File: src/rtl/proc_rom_sequencer_if.sv
// Fetch/execute bus between the program ROM, the processor and the instruction sequencer.
// The master side is the host/ROM/processor environment; the slave side is the sequencer.
interface proc_rom_sequencer_if #(
    parameter int ADDR_W = 5,
    parameter int DATA_W = 9
);
    logic              Start;
    logic              Stop;
    logic [ADDR_W-1:0] StartAddr;
    logic [ADDR_W-1:0] LastAddr;
    logic [DATA_W-1:0] ROMData;
    logic              Done;
    logic [ADDR_W-1:0] ROMAddr;
    logic [DATA_W-1:0] DIN;
    logic              Run;
    logic              Busy;
    logic              Halted;
    logic              Error;
    logic [7:0]        InstrCount;

    modport master (
        output Start, Stop, StartAddr, LastAddr, ROMData, Done,
        input  ROMAddr, DIN, Run, Busy, Halted, Error, InstrCount
    );

    modport slave (
        input  Start, Stop, StartAddr, LastAddr, ROMData, Done,
        output ROMAddr, DIN, Run, Busy, Halted, Error, InstrCount
    );
endinterface

File: src/rtl/proc_rom_sequencer.sv
// Program-counter based instruction fetch sequencer: one Run pulse per instruction,
// mvi immediate supplied from PC+1, stop at LastAddr, on request, or on watchdog timeout.
//
// state   | meaning
// --------+-----------------------------------------------------------
// S_IDLE  | stopped after reset or a Stop request; waits for Start
// S_FETCH | ROMAddr = PC, ROM registers the instruction address
// S_ISSUE | instruction on DIN, Run pulse, ROMAddr advanced to PC+1
// S_EXEC  | processor executing; wait for Done or watchdog
// S_HALT  | LastAddr reached or watchdog fired; waits for Start
module proc_rom_sequencer #(
    parameter int          ADDR_W  = 5,
    parameter int          DATA_W  = 9,
    parameter logic [2:0]  MVI_OP  = 3'b001,
    parameter int          TIMEOUT = 15
) (
    input  logic                   Clock,
    input  logic                   Resetn,
    proc_rom_sequencer_if.slave    bus
);

    localparam int TMR_W = $clog2(TIMEOUT + 1);

    typedef enum logic [2:0] {S_IDLE, S_FETCH, S_ISSUE, S_EXEC, S_HALT} state_t;

    state_t            r_state;
    logic [ADDR_W-1:0] r_pc;
    logic [ADDR_W-1:0] r_rom_addr;
    logic              r_run;
    logic              r_busy;
    logic              r_halted;
    logic              r_error;
    logic [7:0]        r_instr_count;
    logic              r_stop;
    logic              r_is_mvi;
    logic [TMR_W-1:0]  r_timer;

    logic [ADDR_W-1:0] w_pc_p1;
    logic [ADDR_W-1:0] w_next_pc;
    logic              w_span_last;
    logic              w_stop_now;

    assign w_pc_p1     = r_pc + ADDR_W'(1);
    assign w_next_pc   = r_is_mvi ? (r_pc + ADDR_W'(2)) : w_pc_p1;
    assign w_span_last = (r_pc == bus.LastAddr) || (r_is_mvi && (w_pc_p1 == bus.LastAddr));
    // A Stop arriving in the same cycle as Done still ends the run at this boundary.
    assign w_stop_now  = r_stop || bus.Stop;

    // DIN must follow ROMData in the same cycle, so it is gated from the state register.
    assign bus.DIN        = ((r_state == S_ISSUE) || (r_state == S_EXEC)) ? bus.ROMData : '0;
    assign bus.ROMAddr    = r_rom_addr;
    assign bus.Run        = r_run;
    assign bus.Busy       = r_busy;
    assign bus.Halted     = r_halted;
    assign bus.Error      = r_error;
    assign bus.InstrCount = r_instr_count;

    always_ff @(posedge Clock or negedge Resetn) begin
        if (!Resetn) begin
            r_state       <= S_IDLE;
            r_pc          <= '0;
            r_rom_addr    <= '0;
            r_run         <= 1'b0;
            r_busy        <= 1'b0;
            r_halted      <= 1'b0;
            r_error       <= 1'b0;
            r_instr_count <= '0;
            r_stop        <= 1'b0;
            r_is_mvi      <= 1'b0;
            r_timer       <= '0;
        end else begin
            r_run <= 1'b0;
            case (r_state)
                S_IDLE, S_HALT: begin
                    if (bus.Start) begin
                        r_pc          <= bus.StartAddr;
                        r_rom_addr    <= bus.StartAddr;
                        r_instr_count <= '0;
                        r_error       <= 1'b0;
                        r_stop        <= 1'b0;
                        r_busy        <= 1'b1;
                        r_halted      <= 1'b0;
                        r_state       <= S_FETCH;
                    end
                end
                S_FETCH: begin
                    if (bus.Stop) r_stop <= 1'b1;
                    r_rom_addr <= w_pc_p1;
                    r_run      <= 1'b1;
                    r_state    <= S_ISSUE;
                end
                S_ISSUE: begin
                    if (bus.Stop) r_stop <= 1'b1;
                    r_is_mvi <= (bus.ROMData[DATA_W-1 -: 3] == MVI_OP);
                    r_timer  <= '0;
                    r_state  <= S_EXEC;
                end
                S_EXEC: begin
                    if (bus.Stop) r_stop <= 1'b1;
                    if (bus.Done) begin
                        r_instr_count <= r_instr_count + 8'd1;
                        r_pc          <= w_next_pc;
                        r_rom_addr    <= w_next_pc;
                        if (w_span_last) begin
                            r_busy   <= 1'b0;
                            r_halted <= 1'b1;
                            r_state  <= S_HALT;
                        end else if (w_stop_now) begin
                            r_busy  <= 1'b0;
                            r_state <= S_IDLE;
                        end else begin
                            r_state <= S_FETCH;
                        end
                    end else if (r_timer == TMR_W'(TIMEOUT - 1)) begin
                        r_error  <= 1'b1;
                        r_busy   <= 1'b0;
                        r_halted <= 1'b1;
                        r_state  <= S_HALT;
                    end else begin
                        r_timer <= r_timer + TMR_W'(1);
                    end
                end
                default: begin
                    r_busy  <= 1'b0;
                    r_state <= S_IDLE;
                end
            endcase
        end
    end

endmodule
File: src/flat_wrapper.sv
// flat-port wrapper written by rule: the top's interface ports become plain ports
module proc_rom_sequencer_flat 
#(
    parameter int          ADDR_W  = 5,
    parameter int          DATA_W  = 9,
    parameter logic [2:0]  MVI_OP  = 3'b001,
    parameter int          TIMEOUT = 15
)
  (Clock, Resetn, bus_Start, bus_Stop, bus_StartAddr, bus_LastAddr, bus_ROMData, bus_Done, bus_ROMAddr, bus_DIN, bus_Run, bus_Busy, bus_Halted, bus_Error, bus_InstrCount);
  proc_rom_sequencer_if #(.ADDR_W(ADDR_W), .DATA_W(DATA_W)) bus_i ();
  input  logic Clock;
  input  logic Resetn;
  input wire logic [$bits(bus_i.Start)-1:0] bus_Start;
  input wire logic [$bits(bus_i.Stop)-1:0] bus_Stop;
  input wire logic [$bits(bus_i.StartAddr)-1:0] bus_StartAddr;
  input wire logic [$bits(bus_i.LastAddr)-1:0] bus_LastAddr;
  input wire logic [$bits(bus_i.ROMData)-1:0] bus_ROMData;
  input wire logic [$bits(bus_i.Done)-1:0] bus_Done;
  output wire logic [$bits(bus_i.ROMAddr)-1:0] bus_ROMAddr;
  output wire logic [$bits(bus_i.DIN)-1:0] bus_DIN;
  output wire logic [$bits(bus_i.Run)-1:0] bus_Run;
  output wire logic [$bits(bus_i.Busy)-1:0] bus_Busy;
  output wire logic [$bits(bus_i.Halted)-1:0] bus_Halted;
  output wire logic [$bits(bus_i.Error)-1:0] bus_Error;
  output wire logic [$bits(bus_i.InstrCount)-1:0] bus_InstrCount;
  assign bus_i.Start = bus_Start;
  assign bus_i.Stop = bus_Stop;
  assign bus_i.StartAddr = bus_StartAddr;
  assign bus_i.LastAddr = bus_LastAddr;
  assign bus_i.ROMData = bus_ROMData;
  assign bus_i.Done = bus_Done;
  assign bus_ROMAddr = bus_i.ROMAddr;
  assign bus_DIN = bus_i.DIN;
  assign bus_Run = bus_i.Run;
  assign bus_Busy = bus_i.Busy;
  assign bus_Halted = bus_i.Halted;
  assign bus_Error = bus_i.Error;
  assign bus_InstrCount = bus_i.InstrCount;
  proc_rom_sequencer #(.ADDR_W(ADDR_W), .DATA_W(DATA_W), .MVI_OP(MVI_OP), .TIMEOUT(TIMEOUT)) u_core (.Clock(Clock), .Resetn(Resetn), .bus(bus_i));
endmodule
File: config.mk
export PLATFORM = sky130hd
export DESIGN_NAME = proc_rom_sequencer_flat
export DESIGN_NICKNAME = d
export VERILOG_FILES = /design/src/rtl/proc_rom_sequencer_if.sv /design/src/rtl/proc_rom_sequencer.sv /design/src/flat_wrapper.sv
export SDC_FILE = /design/constraint.sdc
export NUM_CORES = 1
export LEC_CHECK = 0
export BUFFER_PORTS_ARGS = -buffer_cell sky130_fd_sc_hd__buf_2
export CORE_ASPECT_RATIO = 1.25
export CORE_MARGIN = 2
export CORE_UTILIZATION = 32
export CTS_BUF_LIST = sky130_fd_sc_hd__clkbuf_8
export DETAILED_ROUTE_END_ITERATION = 10
export SYNTH_ARGS = -nofsm -noshare
export SYNTH_HDL_FRONTEND = slang
export SYNTH_SLANG_ARGS = --single-unit
File: constraint.sdc
create_clock -name Clock -period 4 [get_ports Clock]
set_input_delay 0.2 -clock Clock [delete_from_list [all_inputs] [get_ports Clock]]
set_output_delay 0.2 -clock Clock [all_outputs]
set_load 0.005 [all_outputs]
---- Word-level counts from Yosys, hierarchy flattened ----
Index checks and enable logic that the tools add are counted.
storage, ports and cells
  register bits after elaboration ......... 31
  bits of input ports ..................... 24
  logic and storage cells ................. 87
cells by class
  add/subtract/negate cells ............... 4
  equality and inequality tests ........... 17
  multiplexer cells ....................... 34
  bitwise gates (word level) .............. 1
  reductions and logical operators ........ 20
operator list
  operator                                        count
  2-to-1 mux 8 bit                                2
  one-hot mux 8 bit (2 select lines)              1
  2-to-1 mux 5 bit                                3
  one-hot mux 5 bit (3 select lines)              1
  2-to-1 mux 1 bit                                13
  2-to-1 mux 3 bit                                4
  one-hot mux 3 bit (4 select lines)              1
  AND reduction 3 bit                             4
  AND reduction 4 bit                             3
  == test 5 bit                                   2
  != test 2 bit (second input constant)           5
  one-hot mux 5 bit (2 select lines)              1
  2-to-1 mux 9 bit                                1
  adder 8 x 1 -> 8 bit (second input constant)    1
  2-to-1 mux 4 bit                                2
  one-hot mux 4 bit (2 select lines)              1
  == test 3 x 1 -> 1 bit (second input constant)  2
  == test 3 x 2 -> 1 bit (second input constant)  2
  one-hot mux 1 bit (2 select lines)              3
  nonzero test 2 bit                              3
  adder 5 x 1 -> 5 bit (second input constant)    1
  adder 5 x 2 -> 5 bit (second input constant)    1
  adder 4 x 1 -> 4 bit (second input constant)    1
  == test 4 bit (second input constant)           1
  14 further kinds                                17

---- Logic depth before layout (Yosys ltp) ----
Gate-level depths: netlist of run 1.
  word-level depth ........................ 7
  mapped depth ............................ 7

---- Worst setup path after synthesis of run 1 ----
No wires, ideal clock.
  path type ............................... reg-to-reg
  from .................................... register u_core.r_pc[1]
  to ...................................... register u_core.r_state[0]
  arrival time ............................ 1.659 ns
  slack ................................... 2.209 ns
  stages on the path, launching flop included .. 6
  cells stage by stage .................... dfrtp_1 ha_1 xor2_1 nor4b_4 a21oi_2 or3_1
between the ends
  word-level cells in the longest chain between the ends .. 7
  elaborated cells between the ends (all ways) .. 8
ends and longest elaborated chain
  element                                 RTL line                   RTL
  start: declaration                      proc_rom_sequencer.sv:27   logic [ADDR_W-1:0] r_pc;
  start signal: assignment                proc_rom_sequencer.sv:76   r_pc <= bus.StartAddr;
  start signal: assignment                proc_rom_sequencer.sv:102  r_pc <= w_next_pc;
  adder 5 x 1 -> 5 bit                    proc_rom_sequencer.sv:43   assign w_pc_p1 = r_pc + ADDR_W'(1);
  == test 5 bit                           proc_rom_sequencer.sv:45   assign w_span_last = (r_pc == bus.LastAddr) || (r_is_mvi && (w_pc_p1 == bus.LastAddr));
  logical AND 1 bit                       proc_rom_sequencer.sv:45
  logical OR 1 bit (*)                    proc_rom_sequencer.sv:45
  2-to-1 mux 3 bit (*)                    proc_rom_sequencer.sv:104  if (w_span_last) begin
  2-to-1 mux 3 bit (*)                    proc_rom_sequencer.sv:100  if (bus.Done) begin
  one-hot mux 3 bit (4 select lines) (*)  proc_rom_sequencer.sv:73   case (r_state)
  end signal: assignment                  proc_rom_sequencer.sv:107  r_state <= S_HALT;
  end signal: assignment                  proc_rom_sequencer.sv:110  r_state <= S_IDLE;
  end signal: assignment                  proc_rom_sequencer.sv:112  r_state <= S_FETCH;
  end: declaration                        proc_rom_sequencer.sv:26   state_t r_state;
Mark *: on every way between the ends. The rest lies on a longest branch, timed or not.
A chain may end at the register's enable or synchronous reset.

---- Worst setup path in the final report of run 1 ----
  from .................................... register u_core.r_state[1]
  to ...................................... output bus_DIN[6]
between the ends
  word-level cells in the longest chain between the ends .. 3
  elaborated cells between the ends (all ways) .. 4
ends and longest elaborated chain
  element                   RTL line                  RTL
  start signal: assignment  proc_rom_sequencer.sv:60  r_state <= S_IDLE;
  start signal: assignment  proc_rom_sequencer.sv:83  r_state <= S_FETCH;
  start signal: assignment  proc_rom_sequencer.sv:90  r_state <= S_ISSUE;
  == test 3 x 2 -> 1 bit    proc_rom_sequencer.sv:50  assign bus.DIN = ((r_state == S_ISSUE) || (r_state == S_EXEC)) ? bus.ROMData : '0;
  logical OR 1 bit (*)      proc_rom_sequencer.sv:50
  2-to-1 mux 9 bit (*)      proc_rom_sequencer.sv:50
  end: declaration          flat_wrapper.sv:20        output wire logic [$bits(bus_i.DIN)-1:0] bus_DIN;
Marked as above.

==> qor.csv, run 1 <==
metric;value;unit
status;completed;
fmax;467.1;MHz
number of enable flip-flop cells after synthesis;0;
HPWL Detailed;3563;um
Initial Utilization;0.3342;
Peak VDD IR;0.2343;mV
final RePlAce weighted congestion;0.8208;
Main synth FF type;dfrtp_1;
sw power;709.2;uW
CTS max path bufs;2;
crit path kind;reg2out;
First-pass DRT Iterations;4;
Initial DRC Count;73;
multi-input logic area;0.001110;sq mm
TritonCTS Sinks;31;
Seq cells post-synth;31;
Post-CTS Resized;0;
Syn Nets;249;
initial antenna violation count;0;
worst slew pin tran;0.7478;ns
final slew viol count;0;
fill cell count;607;
cell taking the most area after synthesis;dfrtp_1;
Tmin final;2.141;ns
H-tree levels;2;
Slew headroom;0.5004;
# hold bufs at CTS;1;
CTS tree;done;
first-pass GRT wire length;7866;um
RSZ-0062 raised after global routing;no;
critical path launch point type;register;
Power Density;704.1;mW/mm^2
FF+latch area;775.7;sq um
number of global-route vias before repair;1636;
Synth top area share;0.3990;
die width;73.72;um
Pint;947.9;uW
count of cell types in the netlist;43;
die footprint;0.006720;sq mm
setup ws final;1.859;ns
max_cap viols;0;
core box area;0.005818;sq mm
Layout area overhead;21.04;%
IO Port Bufs;49;
WL per Instance;14.00;um
Worst Path Required;3.80;ns
Total Neg Setup Slack;0;ns
Max Fanout on Critical Path;16;
Netlist Area Pre-Place;0.001944;sq mm
synth warn;0;
# diodes;0;
Final Cycle Share;0.5352;
clock slew at reported path FFs;0.06;ns
most instantiated cells after synthesis;dfrtp_1 (31), nand2_1 (24), nor2_1 (22), a21oi_1 (13), o21ai_1 (11);
CTS Root Buffer Type;clkbuf_8;
largest net degree at the start of global routing;32;
Async S/R FF share, synth;1.000;
GRT Residual Overflow;0;
vias per cell;5.179;
layout cells sized above 1;0.2481;
crit end category;primary output;
Fin. Hold Viols;0;
Seq pwr share;0.365;
Logic pwr share;0.471;
Clock Latency Late Sink;0.29;ns
post-synthesis instance total;220;
most frequent cell after synthesis;dfrtp_1;
Num CTS Buffers;5;
P_leak;0.001119;uW
worst hold path class;in2reg;
Die Ht;91.15;um
Worst EP arrival;1.94;ns
clock network fraction of total power;0.164;
DRC;0;
Ports;50;
final antenna-violating net count;0;
global-route usage over all layers;0.1500;
Setup WS pre-CTS;2.049;ns
postcts setup bufs;0;
Nets;298;
# setup viols final;0;
# rows;31;
Post-Route WL;4705;um
Mapped Avg Cell Area;8.838;sq um
clk_skew;0.007788;ns
via count;1740;
Area contributors post-synth;dfrtp_1 (40%), nand2_1 (4.6%), xnor2_1 (4.5%);
sw frac;0.4280;
sequential share of the synthesized area;0.3990;
-- cell type report --
class                           instances  area share
Sequential cell                        31      0.3296
Clock buffer                            7     0.04094
Inverter                                6    0.009569
Multi-Input combinational cell        174      0.4716
Clock inverter                          1    0.001595
Tap cell                               66     0.03509
Timing Repair Buffer                   51      0.1116
-- metrics by stage --
stage	total power [uW]	cell area [sq um]	util	hold WS, ns	cells
3_5_place_dp	1392	2243	0.3856	0.3029	327
6_report	1657	2354	0.4045	0.1113	336
5_1_grt	1807	2354	0.4045	0.1265	336
3_3_place_gp	1379	2243	0.3856	0.3024	327
4_1_cts	1673	2354	0.4045	0.1092	336
2_1_floorplan	1156	1944	-	-0.09559	220
-- critical path, cell delays in order (launching register included) --
cell	delay (ns)
dfrtp_1	0.64
nor2b_1	0.67
and2_1	0.22
buf_2	0.11
-- worst paths after layout --
path	startpoint	end	slack, ns	depth (start not counted)
setup / recovery	u_core.r_state[1]	bus_DIN[6]	1.86	3
hold / removal	bus_ROMData[7]	u_core.r_is_mvi	0.11	2
setup reg to reg	u_core.r_pc[0]	u_core.r_state[0]	2.01	6
hold reg to reg	u_core.bus.Error	u_core.bus.Error	0.49	2
max in group asynchronous	Resetn	u_core.bus.InstrCount[7]	3.02	2
min in group asynchronous	Resetn	u_core.r_pc[2]	0.50	2
-- kinds of logic (layout without fill, tap and decap cells) --
kind of cell / count (synthesis) / count (layout) / synth area share
AND/OR/NAND/NOR: 93 / 93 / 0.2503
AO/OA/AOI/OAI: 51 / 51 / 0.1680
flip-flops: 31 / 31 / 0.3990
XOR/XNOR: 19 / 19 / 0.08559
buffers and inverters: 15 / 65 / 0.03025
multiplexers: 6 / 6 / 0.03475
adder cells (fa/ha/maj): 5 / 5 / 0.03218
-- sequential cells by signal (all words and copies together), names as in the netlist --
name,count
u_core.bus.Busy,1
u_core.r_is_mvi,1
u_core.bus.Halted,1
u_core.r_timer,4
u_core.bus.InstrCount,8
u_core.r_stop,1
u_core.r_state,3
u_core.bus.ROMAddr,5
u_core.r_pc,5
u_core.bus.Error,1
u_core.bus.Run,1
-- power groups by stage --
stage,Sequential [uW],Combinational [uW],Clock (uW)
after detailed placement,612,780,0
after global placement,609,770,0
after floorplan,529,627,0
final,605,780,272
after CTS,606,787,279
after global routing,631,880,296
-- per-layer routing --
metal / routed length (um) / GRT usage
met3: 279 / 0.03219
met2: 2245 / 0.2381
met4: 95 / 0.05455
met1: 2084 / 0.1971
met5: 0 / 0
-- cells in the final DEF (no fill, tap or decap), types with 2 or more instances in the layout --
cell type,count
xor2_1,9
a21oi_1,13
nor2b_1,3
or3_1,2
a22o_1,3
nand4_1,4
nor3_1,3
dfrtp_1,31
ha_1,5
a211oi_1,3
inv_1,6
o21ai_0,6
and2_1,10
nand2b_1,4
clkbuf_8,7
mux2_2,4
nor2_1,22
nand3_1,10
xnor2_1,10
and3_1,3
buf_2,49
mux2_1,2
o21ai_1,11
a31oi_1,2
a21o_1,2
nand3b_1,3
o22ai_1,2
nand2_1,24
(Power assumes the default switching activity.)
==> run 2, diff against run 1 <==
==> constraint.sdc (replaced) <==
create_clock -name Clock -period 2.1 [get_ports Clock]
set_input_delay 0.105 -clock Clock [delete_from_list [all_inputs] [get_ports Clock]]
set_output_delay 0.105 -clock Clock [all_outputs]
set_load 0.005 [all_outputs]
==> qor.csv, run 2 (same netlist as run 1, synthesis figures left out) <==
metric;value;unit;change
Max Fanout on Critical Path;8;;-8
crit path kind;reg2reg;;
IO Port Bufs;49;;unchanged
Initial Utilization;0.3342;;unchanged
Nets;309;;+3.7%
layout cells sized above 1;0.2776;;+0.02943
WL per Instance;13.60;um;-2.9%
max_cap viols;0;;unchanged
Slew headroom;0.5232;;+0.02273
worst slew pin tran;0.7153;ns;-0.03256 ns
first-pass GRT wire length;8121;um;+3.2%
H-tree levels;2;;unchanged
Post-CTS Resized;0;;unchanged
Die Ht;91.15;um;unchanged
TritonCTS Sinks;31;;unchanged
final RePlAce weighted congestion;0.8265;;+0.69%
critical path launch point type;register;;
clk_skew;0.006444;ns;-0.001344 ns
global-route usage over all layers;0.1547;;+0.004700
sw power;1372;uW;+93%
Pint;1858;uW;+96%
Post-Route WL;4720;um;+0.32%
Num CTS Buffers;5;;unchanged
Clock Latency Late Sink;0.28;ns;about the same
CTS Root Buffer Type;clkbuf_8;;
largest net degree at the start of global routing;32;;unchanged
Initial DRC Count;72;;-1.4%
HPWL Detailed;3674;um;+3.1%
postcts setup bufs;0;;unchanged
Peak VDD IR;0.4903;mV;+110%
final antenna-violating net count;0;;unchanged
most common cell after layout, fill and taps aside;buf_2;;
final std cells w/o fill;347;;+3.3%
fmax;517.8;MHz;
fill cell count;595;;-2.0%
status;completed;;
max reg flops;8;;unchanged
Power Density;1334;mW/mm^2;+89%
P_leak;0.001161;uW;+3.7%
sw frac;0.4247;;-0.003256
CTS max path bufs;2;;unchanged
GRT Residual Overflow;0;;unchanged
Logic pwr share;0.522;;+0.051
RSZ-0062 raised after global routing;no;;
DRC;0;;unchanged
clock network fraction of total power;0.142;;-0.022
most frequent cells in the layout;buf_2 (49), dfrtp_1 (31), nand2_1 (24), nor2_1 (22), a21oi_1 (13);;
Tmin final;1.931;ns;
core box area;0.005818;sq mm;unchanged
Worst EP arrival;2.10;ns;+0.16 ns
vias per cell;5.095;;-1.6%
# hold bufs at CTS;1;;unchanged
# setup viols final;0;;unchanged
worst hold path class;in2reg;;
DP Cell Count;338;;+3.4%
Total Neg Setup Slack;0;ns;unchanged
Worst Path Required;2.27;ns;-1.53 ns
via count;1768;;+1.6%
Fin. Hold Viols;0;;unchanged
Ports;50;;unchanged
Final Cycle Share;0.9197;;
Seq pwr share;0.336;;-0.029
Layout area overhead;24.52;%;
crit end category;register;;
CTS tree;done;;
# rows;31;;unchanged
clock slew at reported path FFs;0.07;ns;about the same
initial antenna violation count;0;;unchanged
die footprint;0.006720;sq mm;unchanged
number of global-route vias before repair;1688;;+3.2%
First-pass DRT Iterations;4;;unchanged
# diodes;0;;unchanged
final slew viol count;0;;unchanged
die width;73.72;um;unchanged
-- run 2: layout make-up --
class	count	area, sq um	share of cell area
multi-input combinational	174	1110	0.4584
sequential	31	775.7	0.3204
timing repair buffer	62	345.3	0.1426
tap	66	82.58	0.03411
clock buffer	5	68.82	0.02842
inverter	6	22.52	0.009302
clock inverter	3	16.27	0.006718
-- run 2: per-stage QoR --
step | setup slack, ns | total power (uW) | util | area, sq um | hold slack, ns
finish | 0.1687 | 3229 | 0.4161 | 2421 | 0.01581
global route | 0.01629 | 3567 | 0.4161 | 2421 | 0.03956
global placement | 0.2472 | 2776 | 0.3998 | 2326 | 0.2031
floorplan | 0.3092 | 2202 | - | 1944 | -0.1906
detailed placement | 0.1582 | 2799 | 0.3998 | 2326 | 0.2074
CTS | 0.1624 | 3272 | 0.4161 | 2421 | 0.005004
-- run 2: path summary, 6_finish.rpt --
check                                    endpoint             start  slack (ns)  cells after the start
worst max-delay path            u_core.r_state[0]    u_core.r_pc[1]        0.17                      6
worst min-delay path              u_core.r_is_mvi    bus_ROMData[7]        0.02                      2
worst max register to register  u_core.r_state[0]    u_core.r_pc[1]        0.17                      6
worst min register to register   u_core.bus.Error  u_core.bus.Error        0.48                      2
max in group asynchronous          u_core.r_pc[1]            Resetn        1.24                      2
min in group asynchronous       u_core.r_timer[0]            Resetn        0.41                      2
-- run 2: power groups by stage --
stage               registers [uW]  logic (uW)  clock network [uW]
global placement              1090        1680                   0
detailed placement            1100        1700                   0
global route                  1130        1930                 504
finish                        1090        1690                 459
floorplan                     1010        1190                   0
CTS                           1090        1710                 478
-- run 2: metal layers --
layer  routed length (um)  global-route usage  vias up
met5                    0                   0        -
met3                  227             0.03108        5
met1                 2085              0.1985      819
met4                   69             0.05455        0
met2                 2338              0.2530       52
li1                     -                   -      892
-- run 2: worst max-delay path, stage by stage (launching register included) --
cell,delay (ns)
dfrtp_1,0.49
ha_1,0.34
xnor2_1,0.15
nor2_1,0.06
o32ai_2,0.33
a21oi_2,0.11
or3_1,0.34
